$ cat config.mk
export PLATFORM = sky130hd
export DESIGN_NAME = alu_issue_ctrl_flat
export DESIGN_NICKNAME = d
export VERILOG_FILES = /design/src/rtl/alu_issue_ctrl_if.sv /design/src/rtl/alu_issue_ctrl.sv /design/src/flat_wrapper.sv
export SDC_FILE = /design/constraint.sdc
export NUM_CORES = 1
export LEC_CHECK = 0
export CORE_MARGIN = 4
export CORE_UTILIZATION = 35
export CTS_CLUSTER_SIZE = 8
export DETAILED_ROUTE_END_ITERATION = 8
export PLACE_DENSITY = 0.77
export SLEW_MARGIN = 20
export SYNTH_ARGS = -nofsm -noshare
export SYNTH_HDL_FRONTEND = slang
export SYNTH_SLANG_ARGS = --single-unit
$ cat constraint.sdc
create_clock -name clk -period 1.9 [get_ports clk]
set_clock_uncertainty 0.2 [all_clocks]
set_input_delay 0.38 -clock clk [delete_from_list [all_inputs] [get_ports clk]]
set_output_delay 0.38 -clock clk [all_outputs]
set_load 0.02 [all_outputs]
$ cat src/rtl/alu_issue_ctrl_if.sv
// Handshake, register-file and ALU signal bundle between the issue controller
// and its surroundings (fetch, register file, ALU).
interface alu_issue_ctrl_if;
    logic        instr_valid;
    logic [15:0] instr;
    logic        instr_ready;
    logic [3:0]  rf_raddr_a;
    logic [3:0]  rf_raddr_b;
    logic [15:0] rf_rdata_a;
    logic [15:0] rf_rdata_b;
    logic        rf_we;
    logic [3:0]  rf_waddr;
    logic [15:0] rf_wdata;
    logic [15:0] alu_a;
    logic [15:0] alu_b;
    logic        alu_carry_in;
    logic [7:0]  alu_opcode;
    logic [15:0] alu_c;
    logic [4:0]  alu_flags;
    logic [4:0]  psr;
    logic        done;
    logic        illegal;

    // Environment side: fetch, register file and ALU.
    modport master (
        output instr_valid, instr, rf_rdata_a, rf_rdata_b, alu_c, alu_flags,
        input  instr_ready, rf_raddr_a, rf_raddr_b, rf_we, rf_waddr, rf_wdata,
               alu_a, alu_b, alu_carry_in, alu_opcode, psr, done, illegal
    );

    // Controller side.
    modport slave (
        input  instr_valid, instr, rf_rdata_a, rf_rdata_b, alu_c, alu_flags,
        output instr_ready, rf_raddr_a, rf_raddr_b, rf_we, rf_waddr, rf_wdata,
               alu_a, alu_b, alu_carry_in, alu_opcode, psr, done, illegal
    );
endinterface

$ cat src/rtl/alu_issue_ctrl.sv
// Four-cycle decode/issue controller: fetch handshake, operand read, ALU execute,
// then register/PSR writeback.
module alu_issue_ctrl #(
    parameter logic [4:0] PSR_RESET = 5'b00000
) (
    input logic            clk,
    input logic            reset,
    alu_issue_ctrl_if.slave io_bus
);

    typedef enum logic [1:0] {S_IDLE, S_READ, S_EXEC, S_WB} state_e;

    state_e      r_state;
    state_e      w_state_next;
    logic [15:0] r_ir;
    logic [3:0]  r_raddr_a;
    logic [3:0]  r_raddr_b;
    logic [15:0] r_result;
    logic [4:0]  r_flags;
    logic [4:0]  r_psr;

    logic [3:0]  w_hi;
    logic [3:0]  w_rd;
    logic [3:0]  w_ext;
    logic [3:0]  w_rs;
    logic        w_nop;
    logic        w_legal;
    logic        w_cmp;
    logic        w_write;
    logic        w_upd;
    logic [7:0]  w_opcode;
    logic [15:0] w_b;
    logic        w_accept;

    assign w_hi     = r_ir[15:12];
    assign w_rd     = r_ir[11:8];
    assign w_ext    = r_ir[7:4];
    assign w_rs     = r_ir[3:0];
    assign w_nop    = (r_ir == 16'h0000);
    assign w_write  = w_legal & ~w_nop & ~w_cmp;
    assign w_upd    = w_legal & ~w_nop;
    assign w_accept = (r_state == S_IDLE) & io_bus.instr_valid;

    // Decode of the latched instruction; B comes from the register file or the IR.
    always_comb begin
        w_legal  = 1'b0;
        w_cmp    = 1'b0;
        w_opcode = {w_hi, 4'b0000};
        w_b      = {8'h00, r_ir[7:0]};
        case (w_hi)
            4'h0: begin
                w_opcode = {4'h0, w_ext};
                w_b      = io_bus.rf_rdata_b;
                case (w_ext)
                    4'h1, 4'h2, 4'h3, 4'h4, 4'h5, 4'h6, 4'h7, 4'h9, 4'hF: w_legal = 1'b1;
                    4'h8, 4'hB, 4'hC: begin
                        w_legal = 1'b1;
                        w_cmp   = 1'b1;
                    end
                    default: w_legal = w_nop;
                endcase
            end
            4'h8: begin
                w_opcode = {4'h8, w_ext};
                w_legal  = ~w_ext[3];
                w_b      = w_ext[2] ? io_bus.rf_rdata_b : {12'h000, w_rs};
            end
            4'h1, 4'h2, 4'h3, 4'h4, 4'h6: w_legal = 1'b1;
            4'h5, 4'h9, 4'hB: begin
                w_legal = 1'b1;
                w_cmp   = (w_hi == 4'hB);
                w_b     = {{8{r_ir[7]}}, r_ir[7:0]};
            end
            default: ;
        endcase
    end

    always_ff @(posedge clk or posedge reset) begin
        if (reset) begin
            r_state <= S_IDLE;
        end else begin
            r_state <= w_state_next;
        end
    end

    always_ff @(posedge clk or posedge reset) begin
        if (reset) begin
            r_ir      <= 16'h0000;
            r_raddr_a <= 4'h0;
            r_raddr_b <= 4'h0;
            r_result  <= 16'h0000;
            r_flags   <= 5'b00000;
            r_psr     <= PSR_RESET;
        end else begin
            // Read addresses are captured with the IR so they are stable in S_READ.
            if (w_accept) begin
                r_ir      <= io_bus.instr;
                r_raddr_a <= io_bus.instr[11:8];
                r_raddr_b <= io_bus.instr[3:0];
            end
            if (r_state == S_EXEC) begin
                r_result <= io_bus.alu_c;
                r_flags  <= io_bus.alu_flags;
            end
            if ((r_state == S_WB) && w_upd) begin
                r_psr <= r_flags;
            end
        end
    end

    always_comb begin
        w_state_next        = r_state;
        io_bus.instr_ready  = 1'b0;
        io_bus.alu_a        = 16'h0000;
        io_bus.alu_b        = 16'h0000;
        io_bus.alu_opcode   = 8'h00;
        io_bus.alu_carry_in = 1'b0;
        io_bus.rf_we        = 1'b0;
        io_bus.rf_waddr     = 4'h0;
        io_bus.rf_wdata     = 16'h0000;
        io_bus.done         = 1'b0;
        io_bus.illegal      = 1'b0;
        case (r_state)
            S_IDLE: begin
                io_bus.instr_ready = 1'b1;
                if (io_bus.instr_valid) begin
                    w_state_next = S_READ;
                end
            end
            S_READ: w_state_next = S_EXEC;
            S_EXEC: begin
                io_bus.alu_a        = io_bus.rf_rdata_a;
                io_bus.alu_b        = w_b;
                io_bus.alu_opcode   = w_opcode;
                io_bus.alu_carry_in = r_psr[3];
                w_state_next        = S_WB;
            end
            S_WB: begin
                io_bus.rf_we    = w_write;
                io_bus.rf_waddr = w_rd;
                io_bus.rf_wdata = r_result;
                io_bus.done     = 1'b1;
                io_bus.illegal  = ~w_legal;
                w_state_next    = S_IDLE;
            end
            default: w_state_next = S_IDLE;
        endcase
    end

    assign io_bus.rf_raddr_a = r_raddr_a;
    assign io_bus.rf_raddr_b = r_raddr_b;
    assign io_bus.psr        = r_psr;

endmodule
$ cat src/flat_wrapper.sv
// flat-port wrapper written by rule: the top's interface ports become plain ports
module alu_issue_ctrl_flat 
#(
    parameter logic [4:0] PSR_RESET = 5'b00000
)
  (clk, reset, io_bus_instr_valid, io_bus_instr, io_bus_rf_rdata_a, io_bus_rf_rdata_b, io_bus_alu_c, io_bus_alu_flags, io_bus_instr_ready, io_bus_rf_raddr_a, io_bus_rf_raddr_b, io_bus_rf_we, io_bus_rf_waddr, io_bus_rf_wdata, io_bus_alu_a, io_bus_alu_b, io_bus_alu_carry_in, io_bus_alu_opcode, io_bus_psr, io_bus_done, io_bus_illegal);
  alu_issue_ctrl_if io_bus_i ();
  input logic clk;
  input logic reset;
  input wire logic [$bits(io_bus_i.instr_valid)-1:0] io_bus_instr_valid;
  input wire logic [$bits(io_bus_i.instr)-1:0] io_bus_instr;
  input wire logic [$bits(io_bus_i.rf_rdata_a)-1:0] io_bus_rf_rdata_a;
  input wire logic [$bits(io_bus_i.rf_rdata_b)-1:0] io_bus_rf_rdata_b;
  input wire logic [$bits(io_bus_i.alu_c)-1:0] io_bus_alu_c;
  input wire logic [$bits(io_bus_i.alu_flags)-1:0] io_bus_alu_flags;
  output wire logic [$bits(io_bus_i.instr_ready)-1:0] io_bus_instr_ready;
  output wire logic [$bits(io_bus_i.rf_raddr_a)-1:0] io_bus_rf_raddr_a;
  output wire logic [$bits(io_bus_i.rf_raddr_b)-1:0] io_bus_rf_raddr_b;
  output wire logic [$bits(io_bus_i.rf_we)-1:0] io_bus_rf_we;
  output wire logic [$bits(io_bus_i.rf_waddr)-1:0] io_bus_rf_waddr;
  output wire logic [$bits(io_bus_i.rf_wdata)-1:0] io_bus_rf_wdata;
  output wire logic [$bits(io_bus_i.alu_a)-1:0] io_bus_alu_a;
  output wire logic [$bits(io_bus_i.alu_b)-1:0] io_bus_alu_b;
  output wire logic [$bits(io_bus_i.alu_carry_in)-1:0] io_bus_alu_carry_in;
  output wire logic [$bits(io_bus_i.alu_opcode)-1:0] io_bus_alu_opcode;
  output wire logic [$bits(io_bus_i.psr)-1:0] io_bus_psr;
  output wire logic [$bits(io_bus_i.done)-1:0] io_bus_done;
  output wire logic [$bits(io_bus_i.illegal)-1:0] io_bus_illegal;
  assign io_bus_i.instr_valid = io_bus_instr_valid;
  assign io_bus_i.instr = io_bus_instr;
  assign io_bus_i.rf_rdata_a = io_bus_rf_rdata_a;
  assign io_bus_i.rf_rdata_b = io_bus_rf_rdata_b;
  assign io_bus_i.alu_c = io_bus_alu_c;
  assign io_bus_i.alu_flags = io_bus_alu_flags;
  assign io_bus_instr_ready = io_bus_i.instr_ready;
  assign io_bus_rf_raddr_a = io_bus_i.rf_raddr_a;
  assign io_bus_rf_raddr_b = io_bus_i.rf_raddr_b;
  assign io_bus_rf_we = io_bus_i.rf_we;
  assign io_bus_rf_waddr = io_bus_i.rf_waddr;
  assign io_bus_rf_wdata = io_bus_i.rf_wdata;
  assign io_bus_alu_a = io_bus_i.alu_a;
  assign io_bus_alu_b = io_bus_i.alu_b;
  assign io_bus_alu_carry_in = io_bus_i.alu_carry_in;
  assign io_bus_alu_opcode = io_bus_i.alu_opcode;
  assign io_bus_psr = io_bus_i.psr;
  assign io_bus_done = io_bus_i.done;
  assign io_bus_illegal = io_bus_i.illegal;
  alu_issue_ctrl #(.PSR_RESET(PSR_RESET)) u_core (.clk(clk), .reset(reset), .io_bus(io_bus_i));
endmodule
# Word level (Yosys, flattened, before mapping)
# Index checks and enable logic that the tools add are counted.
# word_totals
register_bits	52
out_inout_bits	78
wordCells	66
# op_classes
n_eq_ne	25
mux	19
bitwise_logic	7
n_reduce_logical	8
# ops
op	count
16-bit 2-to-1 mux	4
16-bit one-hot mux with 3 select lines	1
4-bit equality test, second input constant	8
4-bit by 3-bit equality test with 1-bit output, second input constant	7
4-bit by 2-bit equality test with 1-bit output, second input constant	4
16-bit logical NOT	1
8-bit one-hot mux with 2 select lines	1
12-bit OR reduction	1
4-bit by 1-bit equality test with 1-bit output, second input constant	2
8-bit 2-to-1 mux	1
2-bit one-hot mux with 4 select lines	1
8-bit OR reduction	1
1-bit 2-to-1 mux	7
3-bit OR reduction	2
2-bit equality test, second input constant	2
4-bit logical NOT	1
4-bit 2-to-1 mux	1
1-bit inverter	4
1-bit bitwise AND	3
1-bit one-hot mux with 3 select lines	1
2-bit by 1-bit equality test with 1-bit output, second input constant	1
2-bit logical NOT	1
2-bit 2-to-1 mux	1
2-bit inequality test, second input constant	1
other kinds (2)	2

# Depth between registers and ports, before layout
# logic_depth
depth_word	7
mapped_depth	7
mapped_depth_nobuf	5

# Least setup slack after synthesis
# No wires, ideal clock.
# synth_path
kind	register -> output
startpoint	reg u_core.r_ir[12]
endpoint	out io_bus_alu_b[10]
arrival_ns	1.774
required_ns	1.320
setup_slack_ns	-0.454
path_stages_with_launch	8
n_path_buf	3
path_cell_list	dfrtp_1 buf_6 or3_1 buf_6 a21oi_4 buf_6 nand2_1 a21oi_1
# synth_via
elab_chain_len	4
# synth_rtl
element	line	source
from (decl)	alu_issue_ctrl.sv:15	logic [15:0] r_ir;
from (signal assigned)	alu_issue_ctrl.sv:97	r_ir <= io_bus.instr;
4-bit by 3-bit equality test with 1-bit output or 4-bit equality test (tied branches)	alu_issue_ctrl.sv:50	case (w_hi)
3-bit OR reduction	alu_issue_ctrl.sv:50	
16-bit one-hot mux with 3 select lines (*)	alu_issue_ctrl.sv:50	
16-bit 2-to-1 mux (*)	alu_issue_ctrl.sv:123	case (r_state)
to (decl)	flat_wrapper.sv:23	output wire logic [$bits(io_bus_i.alu_b)-1:0] io_bus_alu_b;
# Mark *: on every way between the ends. The rest lies on a longest branch, timed or not.

# Worst setup path in the final report
# layout_path
startpoint	reg u_core.r_ir[13]
endpoint	out io_bus_alu_b[2]
# Same word-level chain as after synthesis.

==> reports/metrics.yaml <==
clock_network:
  clock-sinks: 44
  cts_buffers: 5
  clock_latency_ps: 290
  cts_buffer_depth: 2
  clockRootBuffer: "clkbuf_8"
  cts_tree: "yes"
  htreeDepth: 2
  clk_pin_slew_worst_paths_ps: 90
floorplan:
  io_pins: 150
  start_util_pct: 36.5
  fp-row-count: 31
  dieArea_um2: 9110
  core_um2: 7330
  die_y_um: 95.5
  dieWidth_um: 95.5
synthesis:
  synth_top_area_share_pct: 41.1
  ys_ff_latch: 44
  synth_edf_count: 0
  synth_top_area_cell: "dfrtp_1"
  syn_area_per_cell_um2: 10.6
  synth_common_cells: "dfrtp_1 (44), and2_1 (40), mux2_2 (39), a21oi_1 (11), nand2_1 (11)"
  netlist_area_um2: 2680
  synthCells: 252
  synth_ff_type: "dfrtp_1"
  synthTopCellsByArea: "dfrtp_1 (41%), mux2_2 (16%), and2_1 (9.3%)"
  yosys_warnings: 0
  syn_nets: 327
  synth_cell_types: 41
  yosysSeqAreaShare_pct: 41.1
  synth_most_common_cell: "dfrtp_1"
  async_reset_ff_share_pct: 100
worst_setup_path:
  startpoint_type: "flip-flop"
  ff2ff_path_depth: 8
  rr_startpoint: "u_core.r_ir[15]$_DFFE_PP0P_"
  r2r-end: "u_core.io_bus.psr[2]$_DFFE_PP0P_"
  r2r_slack_ps: -210
  cp_max_fo: 6
  critPathLaunch: "u_core.r_ir[13]$_DFFE_PP0P_"
  worstSetupPathType: "flip-flop to output port"
  crit_required_ps: 1320
  cp-end-kind: "output port"
  cp.arrival_ps: 2010
place:
  dp.cells: 531
  portBuffers: 149
  globalplace.congestion: 0.961
  hpwl_mm: 6.91
route:
  ant_nets: 0
  dr.pass1.iters: 4
  via_count: 2921
  viasPerCell: 5.10
  drcViolationCount: 0
  routedWlPerCell_um: 19.4
  drtIter0Drc: 105
  routed_wl_mm: 11.1
cells_and_area:
  instances_no_fill: 573
  ff_latch_area_um2: 1100
  fillCellCount: 453
  multi_input_area_um2: 1840
  diodes: 0
  syn_to_final_growth_pct: 111
  layout.nets: 549
  drive_gt1_share_pct: 63.1
global_route:
  grt_use_total_pct: 23.4
  grt_pass1_vias: 3145
  grt_remaining_overflow: 0
  grt_pass1_wl_mm: 16.5
  gr-usage-met1_pct: 28.3
  grt_use_met3_pct: 5.21
  gr-max-usage-layer: "met2"
  antenna_found_initial: 0
  grt_max_degree: 45
  met2_usage_pct: 42.3
power_and_ir_drop:
  seqPwrFrac_pct: 18.6
  p_leak_nw: 2.51
  comb_power_share_pct: 75.5
  clkPwrFrac_pct: 5.9
  powerDensity_nw_per_um2: 1750
  power_mw: 9.91
  p_sw_share_pct: 40.7
  p_switching_mw: 4.03
  max-vdd-ir-drop_mv: 0.933
  internal_power_mw: 5.88
timing:
  max_slew_margin_pct: 78.8
  tightest_slew_ps: 315
  min_period_ps: 2590
  rsz0062_at_grt: "true"
  finalWorstSetupSlack_ps: -687
  min_period_over_period_pct: 136
  clock.fmax_ghz: 0.386
  whs_ps: 238
  finalHoldViolations: 0
  slew_viol_final: 0
  setup_violations: 80
min_path:
  min_path_type: "input pin to asynchronous set/reset pin"
run:
  drv_cap: 0
status:
  violations: "setup timing"
  status: "finished with violations"
-- repair_timing --
action,CTS,global route
setup buffers,29,11
cloned,6,0
hold buffers,0,0
pin swaps,28,15
setup endpoints to repair,79,73
gates resized for setup,500,47
-- power by group through the flow --
stage / Sequential [mW] / Clock (mW) / Combinational, mW
3_3_place_gp: 1.76 / 0 / 5.30
5_1_grt: 1.90 / 0.630 / 7.86
6_report: 1.84 / 0.584 / 7.49
3_5_place_dp: 1.80 / 0 / 5.44
4_1_cts: 1.81 / 0.587 / 7.05
2_1_floorplan: 1.78 / 0 / 3.11
-- cells by family (layout without fill, tap and decap cells) --
group | Yosys count | after routing | share of synthesized area, %
multiplexers | 43 | 43 | 17.9
AO/OA/AOI/OAI | 45 | 45 | 13.1
AND/OR/NAND/NOR | 86 | 86 | 19.8
flip-flops | 44 | 44 | 41.1
buffers and inverters | 31 | 253 | 6.73
adder cells (fa/ha/maj) | 3 | 3 | 1.40
-- layout make-up --
class / instances / share of cell area (%)
timing repair buffer: 239 / 43.8
multi-input combinational: 177 / 32.5
sequential: 44 / 19.6
tap: 99 / 2.19
clock buffer: 6 / 1.28
inverter: 7 / 0.509
clock inverter: 1 / 0.0886
-- worst max-delay path by stage --
stage | to | slack, ps | cells past startpoint
5_1_grt | io_bus_alu_b[2] | -760 | 6
4_1_cts | io_bus_rf_we | -620 | 7
6_report | io_bus_alu_b[2] | -690 | 6
3_3_place_gp | io_bus_rf_we | -740 | 4
2_1_floorplan | io_bus_alu_b[10] | -350 | 5
3_5_place_dp | io_bus_rf_we | -790 | 4
-- through the flow --
step / utilization (%) / setup WS [ps] / instance area, µm² / TNS [ps]
floorplan: - / -348 / 2800 / -4740
global route: 77.1 / -759 / 5650 / -27450
CTS: 75.4 / -616 / 5530 / -20580
finish: 77.1 / -687 / 5650 / -22600
detailed placement: 64.0 / -789 / 4690 / -26920
global placement: 64.0 / -744 / 4690 / -24950
-- metal layers --
metal	part of all wire, %	vias to the layer above
li1	-	1335
met4	1.8	0
met1	37	1453
met3	5.4	18
met2	55	115
met5	0	-
-- cells in the final DEF (no fill, tap or decap), types with 4 or more instances in the layout --
| master | synthesis | final |
|---|---|---|
| o21ai_1 | 0 | 5 |
| buf_6 | 3 | 85 |
| mux2_2 | 39 | 26 |
| buf_8 | 0 | 4 |
| buf_12 | 0 | 7 |
| mux2_4 | 0 | 13 |
| a21oi_2 | 0 | 7 |
| nand2_4 | 0 | 5 |
| inv_1 | 7 | 5 |
| clkdlybuf4s50_1 | 0 | 72 |
| nor2b_2 | 0 | 5 |
| clkbuf_8 | 0 | 5 |
| and3_4 | 0 | 4 |
| dfrtp_1 | 44 | 41 |
| o211ai_1 | 6 | 6 |
| o2111ai_1 | 6 | 5 |
| dlygate4sd2_1 | 0 | 9 |
| nand3_1 | 7 | 7 |
| buf_4 | 10 | 57 |
| and2_4 | 0 | 41 |
-- critical path, cell delays in order (launching register included) --
cell and delay [ps]:
dfrtp_2 450, or3_4 430, a21oi_4 190, buf_12 170, mux2i_2 250, nor2b_2 70, buf_6 130
-- flip-flops by register name (all words and copies together), names as in the netlist --
register and count:
u_core.io_bus.rf_raddr_b 3, u_core.io_bus.rf_raddr_a 3, u_core.r_ir 10, u_core.r_state 2, u_core.r_result 16, u_core.r_flags 5, u_core.io_bus.psr 5
Power figures use the tool's default switching activity.
